### src/rtl/fetch_queue_if.sv
// Fetch/decode handshake bundle for fetch_queue.
// The master modport is the fetch+decode side and the slave modport is the queue.
// Member names keep the queue-relative _i/_o suffixes so that both sides read the same.
interface fetch_queue_if;
   logic        flush_i;
   logic [1:0]  push_cnt_i;
   logic [31:0] pc_i;
   logic [31:0] inst0_i;
   logic [31:0] inst1_i;
   logic        ready_o;
   logic [1:0]  pop_cnt_i;
   logic [1:0]  avail_o;
   logic [31:0] inst0_o;
   logic [31:0] inst1_o;
   logic [31:0] pc0_o;
   logic [31:0] pc1_o;

   modport master (
      output flush_i, push_cnt_i, pc_i, inst0_i, inst1_i, pop_cnt_i,
      input  ready_o, avail_o, inst0_o, inst1_o, pc0_o, pc1_o
   );

   modport slave (
      input  flush_i, push_cnt_i, pc_i, inst0_i, inst1_i, pop_cnt_i,
      output ready_o, avail_o, inst0_o, inst1_o, pc0_o, pc1_o
   );
endinterface

### src/rtl/fetch_queue.sv
// fetch_queue: 2-wide in / 2-wide out instruction queue between fetch and decode.
// Each entry holds {inst, pc} in a circular buffer addressed by head/tail pointers.
// An occupancy count is kept alongside the pointers.
// Optional feature macro FETCH_QUEUE_BYPASS_EN: while the queue is empty, the fetch
// inputs are forwarded straight to the outputs. Only the entries that decode does not
// consume in that same cycle are stored.
// DEPTH must be a power of two and at least 4; the pointers rely on natural wrap.
module fetch_queue #(
   parameter int DEPTH = 8
) (
   input  logic         clk_i,
   input  logic         rst_n_i,
   fetch_queue_if.slave bus
);
   localparam int          AW  = $clog2(DEPTH);
   localparam int          CW  = AW + 1;
   localparam logic [31:0] NOP = 32'h00000013;

   // Queue state
   logic [AW-1:0] head_q, head_d;
   logic [AW-1:0] tail_q, tail_d;
   logic [CW-1:0] count_q, count_d;

   // Entry storage; no reset needed because count_q decides what is valid
   logic [31:0] inst_mem [DEPTH];
   logic [31:0] pc_mem   [DEPTH];

   // Per-cycle control
   logic          ready;
   logic [1:0]    push_req;
   logic [1:0]    push_acc;
   logic [1:0]    pop_req;
   logic [1:0]    pop_eff;
   logic [1:0]    avail_reg;
   logic [1:0]    avail;
   logic          bypass_act;

   // Incoming pair, as slot-indexed arrays for the generate loops
   logic [31:0]   in_inst [2];
   logic [31:0]   in_pc   [2];
   logic [1:0]    wr_en;
   logic [AW-1:0] wr_idx  [2];

   // Clamp requests, derive acceptance and visible head count
   always_comb begin
      push_req  = (bus.push_cnt_i == 2'd3) ? 2'd2 : bus.push_cnt_i;
      pop_req   = (bus.pop_cnt_i  == 2'd3) ? 2'd2 : bus.pop_cnt_i;
      // ready depends on registered count only, so pop_cnt_i never reaches it
      ready     = (count_q <= CW'(DEPTH - 2));
      push_acc  = ready ? push_req : 2'd0;
      avail_reg = (count_q >= CW'(2)) ? 2'd2 : count_q[1:0];
`ifdef FETCH_QUEUE_BYPASS_EN
      // Reset gates the forward path so outputs are idle while rst_n_i is low
      bypass_act = rst_n_i && (count_q == '0) && !bus.flush_i;
      if (bus.flush_i) begin
         avail = 2'd0;
      end else if (bypass_act) begin
         avail = push_acc;
      end else begin
         avail = avail_reg;
      end
`else
      bypass_act = 1'b0;
      avail      = avail_reg;
`endif
      pop_eff = (pop_req > avail) ? avail : pop_req;
   end

   assign in_inst[0] = bus.inst0_i;
   assign in_inst[1] = bus.inst1_i;
   assign in_pc[0]   = bus.pc_i;
   assign in_pc[1]   = bus.pc_i + 32'd4;

   assign bus.ready_o = ready;
   assign bus.avail_o = avail;

   // Per-slot write selection and output steering
   for (genvar gi = 0; gi < 2; gi++) begin : g_slot
      logic [AW-1:0] rd_idx;
      logic [31:0]   src_inst;
      logic [31:0]   src_pc;
      logic          slot_valid;

      // Slot gi of an accepted push lands at tail+gi.
      // When bypassing, entries already consumed by the same-cycle pop are not stored.
      assign wr_idx[gi] = tail_q + AW'(gi);
      assign wr_en[gi]  = !bus.flush_i && (push_acc > 2'(gi)) &&
                          (!bypass_act || (pop_eff <= 2'(gi)));

      assign rd_idx     = head_q + AW'(gi);
      assign src_inst   = bypass_act ? in_inst[gi] : inst_mem[rd_idx];
      assign src_pc     = bypass_act ? in_pc[gi]   : pc_mem[rd_idx];
      assign slot_valid = (avail > 2'(gi));

      if (gi == 0) begin : g_out0
         assign bus.inst0_o = slot_valid ? src_inst : NOP;
         assign bus.pc0_o   = slot_valid ? src_pc   : 32'd0;
      end else begin : g_out1
         assign bus.inst1_o = slot_valid ? src_inst : NOP;
         assign bus.pc1_o   = slot_valid ? src_pc   : 32'd0;
      end
   end

   // Pointer and count update; flush wins over push and pop
   always_comb begin
      head_d  = head_q;
      tail_d  = tail_q;
      count_d = count_q;
      if (bus.flush_i) begin
         head_d  = '0;
         tail_d  = '0;
         count_d = '0;
      end else begin
         // Pop first consumes from head. In bypass mode head==tail, so the
         // unconsumed bypass entries are written at tail+pop_eff = new head.
         head_d  = head_q + AW'(pop_eff);
         tail_d  = tail_q + AW'(push_acc);
         count_d = count_q + CW'(push_acc) - CW'(pop_eff);
      end
   end

   // State registers with asynchronous clear
   always_ff @(posedge clk_i or negedge rst_n_i) begin
      if (!rst_n_i) begin
         head_q  <= '0;
         tail_q  <= '0;
         count_q <= '0;
      end else begin
         head_q  <= head_d;
         tail_q  <= tail_d;
         count_q <= count_d;
      end
   end

   // Entry storage write port (up to two entries per cycle)
   always_ff @(posedge clk_i) begin
      for (int j = 0; j < 2; j++) begin
         if (wr_en[j]) begin
            inst_mem[wr_idx[j]] <= in_inst[j];
            pc_mem[wr_idx[j]]   <= in_pc[j];
         end
      end
   end
endmodule

### src/flat_wrapper.sv
// flat-port wrapper written by rule: the top's interface ports become plain ports
module fetch_queue_flat 
#(
   parameter int DEPTH = 8
)
  (clk_i, rst_n_i, bus_flush_i, bus_push_cnt_i, bus_pc_i, bus_inst0_i, bus_inst1_i, bus_pop_cnt_i, bus_ready_o, bus_avail_o, bus_inst0_o, bus_inst1_o, bus_pc0_o, bus_pc1_o);
  fetch_queue_if bus_i ();
  input  logic clk_i;
  input  logic rst_n_i;
  input wire logic [$bits(bus_i.flush_i)-1:0] bus_flush_i;
  input wire logic [$bits(bus_i.push_cnt_i)-1:0] bus_push_cnt_i;
  input wire logic [$bits(bus_i.pc_i)-1:0] bus_pc_i;
  input wire logic [$bits(bus_i.inst0_i)-1:0] bus_inst0_i;
  input wire logic [$bits(bus_i.inst1_i)-1:0] bus_inst1_i;
  input wire logic [$bits(bus_i.pop_cnt_i)-1:0] bus_pop_cnt_i;
  output wire logic [$bits(bus_i.ready_o)-1:0] bus_ready_o;
  output wire logic [$bits(bus_i.avail_o)-1:0] bus_avail_o;
  output wire logic [$bits(bus_i.inst0_o)-1:0] bus_inst0_o;
  output wire logic [$bits(bus_i.inst1_o)-1:0] bus_inst1_o;
  output wire logic [$bits(bus_i.pc0_o)-1:0] bus_pc0_o;
  output wire logic [$bits(bus_i.pc1_o)-1:0] bus_pc1_o;
  assign bus_i.flush_i = bus_flush_i;
  assign bus_i.push_cnt_i = bus_push_cnt_i;
  assign bus_i.pc_i = bus_pc_i;
  assign bus_i.inst0_i = bus_inst0_i;
  assign bus_i.inst1_i = bus_inst1_i;
  assign bus_i.pop_cnt_i = bus_pop_cnt_i;
  assign bus_ready_o = bus_i.ready_o;
  assign bus_avail_o = bus_i.avail_o;
  assign bus_inst0_o = bus_i.inst0_o;
  assign bus_inst1_o = bus_i.inst1_o;
  assign bus_pc0_o = bus_i.pc0_o;
  assign bus_pc1_o = bus_i.pc1_o;
  fetch_queue #(.DEPTH(DEPTH)) u_core (.clk_i(clk_i), .rst_n_i(rst_n_i), .bus(bus_i));
endmodule
### config.mk
export PLATFORM = sky130hd
export DESIGN_NAME = fetch_queue_flat
export DESIGN_NICKNAME = d
export VERILOG_FILES = /design/src/rtl/fetch_queue_if.sv /design/src/rtl/fetch_queue.sv /design/src/flat_wrapper.sv
export SDC_FILE = /design/constraint.sdc
export NUM_CORES = 1
export LEC_CHECK = 0
export BUFFER_PORTS_ARGS = -buffer_cell sky130_fd_sc_hd__buf_2
export CORE_MARGIN = 2
export CORE_UTILIZATION = 45
export CTS_CLUSTER_DIAMETER = 50
export DETAILED_ROUTE_END_ITERATION = 12
export GPL_TIMING_DRIVEN = 1
export MAX_ROUTING_LAYER = met4
export PLACE_DENSITY = 0.71
export SETUP_SLACK_MARGIN = 0.05
export SLEW_MARGIN = 20
export SYNTH_ARGS = -nofsm -noshare
export SYNTH_HDL_FRONTEND = slang
export SYNTH_SLANG_ARGS = --single-unit
export TNS_END_PERCENT = 1
### constraint.sdc
create_clock -name clk_i -period 6.2 [get_ports clk_i]
set_input_delay 0.93 -clock clk_i [delete_from_list [all_inputs] [get_ports clk_i]]
set_output_delay 0.93 -clock clk_i [all_outputs]
set_load 0.01 [all_outputs]
==> run_results.csv <==
group,metric,value,unit
outcome,outcome,"complete, no violations",
cts,post_cts_resize_count,0,
route,ant_nets,0,
yosys,synth_flop_cell,"edfxtp_1",
route,post_drt_wl_per_cell,24.9,um
worst_setup_path,cp-start-kind,"flip-flop",
layout,nets,2979,
power,peakVddDrop,0.311,mV
yosys,synthSimpleGateAreaFrac,16.5,%
layout,final_util,51.1,%
sta,max_freq,203,MHz
yosys,synth_cell_type_count,43,
yosys,synth_commonest_cells,"1047 x nand2_1, 512 x edfxtp_1, 256 x mux4_2",
yosys,seq_area_frac_synth,49.8,%
worst_setup_path,crit_slowest_cell,"dfrtp_4",
sta,tightest_slew,1.18,ns
cts,clock_latency,0.61,ns
worst_setup_path,crit_fanout,39,
cts,numCtsBuffers,66,
floorplanning,rows,96,
sta,min_period,4.92,ns
grt,antenna_found_initial,7,
worst_setup_path,critPathRequiredTime,5.27,ns
yosys,syn_nets,2912,
layout,drive_above_1_share,23.7,%
yosys,syn_area,31400,um2
route,drt_wl_total,95600,um
sta,final-setup-viol-count,0,
place,dpl_cell_area,33000,um2
sta,rsz0062_at_grt,"no",
floorplanning,dieArea,71800,um2
cts,cts_tree,"done",
yosys,yosysWarnings,0,
sta,slew_headroom,20.9,%
sta,fin_worst_skew,0.0235,ns
route,drt_iter0_markers,2364,
cts,clkSinkCount,522,
power,leakagePower,0.0127,uW
yosys,synth_top_area_cell,"edfxtp_1",
yosys,synth_seq_cells,522,
place,hpwl,58700,um
floorplanning,die_y,268,um
cts,root_buffer,"clkbuf_16",
yosys,synth_enable_flop_cells,512,
yosys,synth_xor_area_share,6.70,%
cts,htreeDepth,3,
worst_setup_path,crit_path_cell_trace,"ha_4 -> xor2_4 -> buf_4 -> nand2_1 -> a21oi_1 -> buf_2",
place,gp_congestion,0.877,
floorplanning,fp.coreArea,68800,um2
floorplanning,die_w,268,um
yosys,synthArstFlopShare,1.92,%
grt,grt_usage,27.4,%
grt,grt_pass1_wl,142000,um
cts,clockBufferDepth,3,
floorplanning,start_util,45.6,%
grt,grt_pass1_vias,22700,
yosys,muxShareOfSynthArea,20.4,%
route,drcViolationCount,0,
layout,fin_area,35200,um2
cts,path_clk_slew,0.06,ns
layout,area_growth,12.2,%
worst_setup_path,end_kind,"primary output",
cts,cts_setup_buffers,0,
worst_setup_path,criticalPathCategory,"reg -> out",
grt,grt_start_max_net_pins,129,
route,num_vias,22800,
yosys,netlist_instances,2791,
worst_setup_path,slowest_delay,0.95,ns
route,first_pass_iters,7,
floorplanning,pin_count,234,
sta,whs,0.199,ns
yosys,synth_area_leaders,"edfxtp_1 49%, mux4_2 18%, nand2_1 13%",
yosys,synthAdderAreaFrac,0.814,%
yosys,synth_compound_area_share,1.38,%
place,numPortBuffers,233,
route,viasPerCell,5.93,
min_path,hold_path.class,"in -> async",
sta,maxSlewViolCount,0,
yosys,synth_area_per_cell,11.2,um2
run,max_cap_viol_count,0,
sta,timing.final.hold_violations,0,
yosys,synth.top_cell.area_share,49.0,%
power,powerDensity,417,nW/um2
cts,cts.hold.buffers_added,0,
yosys,synth_top_family_by_area,"multiplexers",
grt,grt.overflow.total,0,
yosys,synth.most_common_cell,"nand2_1",
sta,min_period_over_period,79.3,%
worst_setup_path,cp.arrival,3.99,ns
==> worst max-delay path: cells and delay by family (launching register included) <==
| family | cells | cell delay (ns) |
|---|---|---|
| simple gates | 1 | 0.09 |
| compound gates | 1 | 0.39 |
| flops | 1 | 0.95 |
| xor+xnor | 1 | 0.91 |
| buf+inv | 2 | 0.72 |
| fa+ha+maj | 1 | 0.30 |
==> metal layers <==
layer,up-vias,track usage [%],wire [um]
met5,-,-,0
met4,0,15.6,5720
met3,283,4.68,7980
met2,1275,44.3,47000
met1,11400,32.7,34900
li1,9847,-,-
==> kinds of logic (layout without fill, tap and decap cells) <==
logic type,count (synthesis),in the layout
flops,522,522
other cells,0,8
fa+ha+maj,18,18
mux,320,320
compound gates,81,81
buf+inv,298,412
simple gates,1312,1312
xor+xnor,240,240
==> power breakdown <==
| group | switching (uW) | total [uW] | internal (uW) |
|---|---|---|---|
| Sequential | 322 | 4650 | 4330 |
| Clock | 1540 | 3890 | 2350 |
| Combinational | 3530 | 6130 | 2600 |
| Total | 5390 | 14700 | 9280 |
==> path summary, 6_finish.rpt <==
| path | startpoint | end | slack (ns) | depth (start not counted) |
|---|---|---|---|---|
| setup / recovery | u_core.head_q[1] | bus_pc1_o[12] | 1.28 | 6 |
| hold / removal | rst_n_i | u_core.count_q[1] | 0.20 | 1 |
| setup reg to reg | u_core.count_q[0] | u_core.pc_mem[4][0] | 2.24 | 6 |
| hold reg to reg | u_core.tail_q[0] | u_core.tail_q[0] | 0.74 | 2 |
| max in group asynchronous | rst_n_i | u_core.head_q[2] | 5.73 | 1 |
| min in group clk_i | bus_pc_i[0] | u_core.pc_mem[0][0] | 0.63 | 1 |
==> metrics by stage <==
step | instances | setup WS, ns | setup TNS, ns | total power, uW
final | 3844 | 1.28 | 0 | 14700
after global placement | 3720 | 1.92 | 0 | 10800
after CTS | 3835 | 1.34 | 0 | 14700
after floorplan | 2791 | -0.355 | -84.97 | 8700
after global routing | 3843 | 1.21 | 0 | 15300
after detailed placement | 3720 | 1.93 | 0 | 10800
==> cell type report <==
cell class / instances / area (um2)
inverter: 16 / 60.1
multi-input combinational: 1971 / 14600
antenna: 8 / 20.0
timing repair buffer: 281 / 1560
sequential: 522 / 15600
fill: 5849 / 33600
clock buffer: 79 / 1750
clock inverter: 36 / 407
tap: 931 / 1160
==> cells in the final DEF (no fill, tap or decap), types with 13 or more instances in the layout <==
cell	Yosys	final
nand2_1	1047	1047
nor2_1	172	171
xor2_1	83	82
nor2_2	13	13
ha_1	14	13
mux2i_1	64	64
buf_4	36	45
mux4_2	256	256
nand3_1	17	17
buf_2	66	233
clkbuf_16	0	68
edfxtp_1	512	512
xnor2_1	157	156
a21oi_1	62	62
clkinv_1	1	13
==> flip-flops by register name, indices dropped and copies added, names as in the netlist <==
register and count:
u_core.head_q 3, u_core.inst_mem 256, u_core.pc_mem 256, u_core.count_q 4, u_core.tail_q 3
Power figures use the tool's default switching activity.
